--- config.mk ---
export PLATFORM = sky130hd
export DESIGN_NAME = run_controller
export DESIGN_NICKNAME = d
export VERILOG_FILES = /design/src/rtl/run_controller.sv
export SDC_FILE = /design/constraint.sdc
export NUM_CORES = 1
export LEC_CHECK = 0
export ABC_CLOCK_PERIOD_IN_PS = 2850
export BUFFER_PORTS_ARGS = -buffer_cell sky130_fd_sc_hd__buf_2
export CORE_MARGIN = 1
export CORE_UTILIZATION = 30
export DETAILED_ROUTE_END_ITERATION = 8
export PLACE_DENSITY = 0.68
export SETUP_SLACK_MARGIN = 0.5
export SYNTH_ARGS = -nofsm -noshare
export SYNTH_HDL_FRONTEND = slang
export SYNTH_SLANG_ARGS = --single-unit
export TNS_END_PERCENT = 5
--- constraint.sdc ---
create_clock -name clock -period 2.85 [get_ports clock]
set_clock_uncertainty 0.05 [all_clocks]
set_input_delay 0.57 -clock clock [delete_from_list [all_inputs] [get_ports clock]]
set_output_delay 0.57 -clock clock [all_outputs]
set_load 0.05 [all_outputs]
--- src/rtl/run_controller.sv ---
// run_controller: sequences IDLE/LOADING/EXECUTING/HALTED, arbitrates the shared
// memory write port between loader and CPU, and detects PC-stall halt or cycle-budget timeout.
module run_controller #(
    parameter int WORD_W      = 18,
    parameter int ADDR_W      = 18,
    parameter int HALT_CYCLES = 5,
    parameter int MAX_CYCLES  = 1000
) (
    input  logic              clock,
    input  logic              reset,
    input  logic              start,
    input  logic              loader_done,
    input  logic              loader_mem_write,
    input  logic [ADDR_W-1:0] loader_mem_addr,
    input  logic [WORD_W-1:0] loader_mem_wdata,
    input  logic              cpu_mem_write,
    input  logic [ADDR_W-1:0] cpu_mem_addr,
    input  logic [WORD_W-1:0] cpu_mem_wdata,
    input  logic [WORD_W-1:0] cpu_pc,
    input  logic              cpu_in_fetch,
    output logic              mem_write,
    output logic [ADDR_W-1:0] mem_addr,
    output logic [WORD_W-1:0] mem_wdata,
    output logic              loader_start,
    output logic              cpu_reset,
    output logic              cpu_enable,
    output logic [1:0]        system_state,
    output logic              halted,
    output logic              timeout,
    output logic [15:0]       cycle_count
);
    localparam int SW = $clog2(HALT_CYCLES + 1);
    localparam logic [SW-1:0] HALT_U = SW'(HALT_CYCLES);
    localparam logic [31:0]   MAX_U  = MAX_CYCLES;

    typedef enum logic [1:0] {S_IDLE, S_LOADING, S_EXECUTING, S_HALTED} state_t;

    state_t            r_state;
    logic              r_loader_start;
    logic              r_cpu_reset;
    logic              r_cpu_enable;
    logic              r_halted;
    logic              r_timeout;
    logic [15:0]       r_cycle_count;
    logic [SW-1:0]     r_stall_cnt;
    logic [WORD_W-1:0] r_prev_pc;
    logic              r_prev_valid;

    logic              w_load_own;
    logic              w_cpu_own;
    logic [SW-1:0]     w_stall_next;
    logic [15:0]       w_cycle_next;
    logic              w_stall_done;
    logic              w_budget_done;

    // The first fetch after entering EXECUTING has no valid prev_pc and never counts as a stall.
    always_comb begin
        w_stall_next  = !cpu_in_fetch ? r_stall_cnt :
                        (r_prev_valid && cpu_pc == r_prev_pc) ? r_stall_cnt + 1'b1 : '0;
        w_cycle_next  = (r_cycle_count == 16'hFFFF) ? r_cycle_count : r_cycle_count + 16'd1;
        w_stall_done  = w_stall_next >= HALT_U;
        w_budget_done = {16'd0, w_cycle_next} >= MAX_U;
    end

    always_ff @(posedge clock) begin
        if (reset) begin
            r_state        <= S_IDLE;
            r_loader_start <= 1'b0;
            r_cpu_reset    <= 1'b1;
            r_cpu_enable   <= 1'b0;
            r_halted       <= 1'b0;
            r_timeout      <= 1'b0;
            r_cycle_count  <= '0;
            r_stall_cnt    <= '0;
            r_prev_pc      <= '0;
            r_prev_valid   <= 1'b0;
        end else begin
            r_loader_start <= 1'b0;
            case (r_state)
                S_IDLE, S_HALTED: begin
                    if (start) begin
                        r_state        <= S_LOADING;
                        r_loader_start <= 1'b1;
                        r_cpu_reset    <= 1'b1;
                        r_cpu_enable   <= 1'b0;
                        r_halted       <= 1'b0;
                        r_timeout      <= 1'b0;
                        r_cycle_count  <= '0;
                        r_stall_cnt    <= '0;
                        r_prev_valid   <= 1'b0;
                    end
                end
                S_LOADING: begin
                    if (loader_done) begin
                        r_state      <= S_EXECUTING;
                        r_cpu_reset  <= 1'b0;
                        r_cpu_enable <= 1'b1;
                        r_stall_cnt  <= '0;
                        r_prev_valid <= 1'b0;
                    end
                end
                S_EXECUTING: begin
                    r_cycle_count <= w_cycle_next;
                    r_stall_cnt   <= w_stall_next;
                    if (cpu_in_fetch) begin
                        r_prev_pc    <= cpu_pc;
                        r_prev_valid <= 1'b1;
                    end
                    // A stall completing on the budget cycle reports as a normal halt.
                    if (w_stall_done || w_budget_done) begin
                        r_state      <= S_HALTED;
                        r_cpu_enable <= 1'b0;
                        r_halted     <= w_stall_done;
                        r_timeout    <= !w_stall_done;
                    end
                end
            endcase
        end
    end

    assign w_load_own = (r_state == S_LOADING);
    assign w_cpu_own  = (r_state == S_EXECUTING);

    assign mem_write    = (w_load_own & loader_mem_write) | (w_cpu_own & cpu_mem_write);
    assign mem_addr     = w_load_own ? loader_mem_addr  : w_cpu_own ? cpu_mem_addr  : '0;
    assign mem_wdata    = w_load_own ? loader_mem_wdata : w_cpu_own ? cpu_mem_wdata : '0;
    assign loader_start = r_loader_start;
    assign cpu_reset    = r_cpu_reset;
    assign cpu_enable   = r_cpu_enable;
    assign system_state = r_state;
    assign halted       = r_halted;
    assign timeout      = r_timeout;
    assign cycle_count  = r_cycle_count;
endmodule

==> flow_metrics.tcl <==
set metrics [dict create \
    status "finished clean" \
    max_freq_ghz 0.408 \
    reg2reg_from "cycle_count[0]$_SDFFE_PP0P_" \
    synth-edff-count 0 \
    io_buffer_count 156 \
    fin_util 0.467 \
    grt_usage 0.197 \
    holdPathEnd "r_prev_pc[9]$_SDFFE_PP0P_" \
    vdd_drop_max_uv 922 \
    drtIter0Drc 115 \
    r2r-end "system_state[0]$_SDFFE_PP0P_" \
    avgSynthCellArea_um2 7.98 \
    hold_depth 2 \
    rsz0062_at_grt "yes" \
    drt-total-wl_um 10100 \
    cts_tree "yes" \
    r2r_cells 8 \
    syn_inst 365 \
    syn_to_final_growth_pct 49.6 \
    antenna_found_initial 0 \
    clockBufferDepth 2 \
    min_from "r_prev_pc[9]$_SDFFE_PP0P_" \
    die_y_um 101 \
    syn_nets 467 \
    min_period_over_period 0.859 \
    clock-sinks 45 \
    drcViolationCount 0 \
    ys_ff_latch 45 \
    start_util 0.312 \
    rrSetupSlack_ps 400 \
    grt_max_degree 39 \
    synth_ff_type "dfxtp_1" \
    grt_overflow_total 0 \
    ant_nets 0 \
    htreeDepth 2 \
    synthArstFlopShare 0 \
    gp_congestion 0.919 \
    final_max_slew_viol_count 0 \
    drive_gt1_frac 0.491 \
    p_leak_nw 1.91 \
    finalSetupViolCount 0 \
    antennaDiodeCount 0 \
    first_global_vias 3168 \
    die_area_mm2 0.0101 \
    wl_per_cell_um 15.6 \
    ys.warnings.count 0 \
    die-width_um 101 \
    crit_type "flop to flop" \
    required_ps 2990 \
    hold_path_class "flop to flop" \
    slew_headroom 0.565 \
    vias_per_cell 5.17 \
    end_kind "flop" \
    cts_buffers 5 \
    layout_commonest_cell "buf_2" \
    cp_max_fo 4 \
    drt_first_pass_iters 4 \
    ys_seq_area_frac 0.309 \
    finalCriticalPeriod_ps 2450 \
    dr_total_vias 3359 \
    worstSkewPairLatency_ps 300 \
    hold_violations 0 \
    hpwl_um 7660 \
    clk_pin_slew_ps 90 \
    ys_types 52 \
    critPathLaunchType "flop" \
    fin_nets 622 \
    grt_pass1_wl_um 15500 \
    cts-root-buf "clkbuf_8" \
    most-common-layout-cells "buf_2 (120), nand2_1 (55), buf_4 (38)" \
    pin_count 157 \
    core_mm2 0.00933 \
    worstMarginPinSlew_ps 650 \
    powerDensity_mw_per_mm2 905 \
    netlist_area_mm2 0.00291 \
    arrival_ps 2590 \
    maxCapViolations 0 \
    rows 35 \
    timing.setup.tns_ps 0 \
]
[worst max path at each step]
stage                                startpoint                           end  depth (start not counted)
floorplan           cycle_count[1]$_SDFFE_PP0P_  system_state[0]$_SDFFE_PP0P_                          8
detailed placement  cycle_count[1]$_SDFFE_PP0P_  system_state[0]$_SDFFE_PP0P_                          8
CTS                 cycle_count[1]$_SDFFE_PP0P_  system_state[0]$_SDFFE_PP0P_                          8
global placement    cycle_count[1]$_SDFFE_PP0P_  system_state[0]$_SDFFE_PP0P_                          8
finish              cycle_count[0]$_SDFFE_PP0P_  system_state[0]$_SDFFE_PP0P_                          8
global route        cycle_count[0]$_SDFFE_PP0P_  system_state[0]$_SDFFE_PP0P_                          8
[through the flow]
stage | std cells | worst slack (ps) | total power (W) | area, um2 | hold WS, ps
CTS | 645 | 431 | 0.00397 | 4290 | 421
global placement | 631 | 439 | 0.00321 | 3970 | 404
floorplan | 365 | 380 | 0.00262 | 3080 | 399
finish | 650 | 401 | 0.00395 | 4360 | 419
global route | 650 | 348 | 0.00414 | 4360 | 441
detailed placement | 631 | 399 | 0.00322 | 3970 | 409
[cell usage after synthesis, types with 3 or more instances]
cell       n  area [um2]
nand2_1   55         206
dfxtp_1   45         901
a22o_1    37         324
a21oi_1   34         170
nor2_1    25        93.8
clkbuf_1  21        78.8
xnor2_1   20         175
o21ai_0   16        80.1
nor3_1    11        55.1
nand4_1    9        56.3
inv_1      8        30.0
a31oi_1    7        43.8
nand3_1    7        35.0
a22oi_1    5        37.5
ha_1       5        62.6
nor4_1     4        25.0
o21a_1     4        30.0
and2_1     3        18.8
buf_6      3        33.8
mux2i_1    3        30.0
[final cells by class]
cell class | count | area [um2]
clock buffer | 7 | 76.3
clock inverter | 1 | 7.51
fill | 933 | 4970
inverter | 8 | 33.8
multi-input combinational | 285 | 2020
sequential | 45 | 938
tap | 129 | 161
timing repair buffer | 175 | 1120
[worst max-delay path, cell delays in order (launching register included)]
cell and delay [ps]:
dfxtp_4 380, ha_4 140, and3_4 200, nand4_4 70, mux2_4 320, or4_4 530
a31oi_4 220, a21oi_2 110, mux2_4 320
[layer usage]
layer,part of all wire,global-route usage,vias to the layer above
li1,-,-,1656
met2,0.54,0.376,138
met3,0.059,0.0305,15
met1,0.38,0.217,1550
met4,0.023,0.0736,0
met5,0,0,-
[cell families after synthesis]
| group | count (synthesis) | share of synthesized area |
|---|---|---|
| buf+inv | 35 | 0.0631 |
| simple gates | 133 | 0.226 |
| flops | 45 | 0.309 |
| compound gates | 120 | 0.293 |
| fa+ha+maj | 5 | 0.0215 |
| mux | 5 | 0.0206 |
| xor+xnor | 22 | 0.0661 |
[power by group]
group | total (W) | leakage, nW | switching, W | internal [W]
Combinational | 0.00281 | 1.49 | 0.00178 | 0.00103
Sequential | 0.000746 | 0.375 | 0.0000532 | 0.000692
Clock | 0.000396 | 0.0385 | 0.000222 | 0.000174
Total | 0.00395 | 1.91 | 0.00205 | 0.00189
[registers in the layout, indices dropped and copies added, names as in the netlist]
name and count:
r_prev_valid 1, halted 1, r_prev_pc 18, timeout 1, system_state 2, loader_start 1
cpu_reset 1, r_stall_cnt 3, cpu_enable 1, cycle_count 16
[repair_timing]
action / in CTS / in global routing
cloned: 1 / 0
setup endpoints to repair: 39 / 42
resized for setup: 54 / 4
pin swaps: 2 / 5
hold buffers: 0 / 0
setup buffers: 5 / 5
No activity file was read; power rests on OpenSTA's default activity.
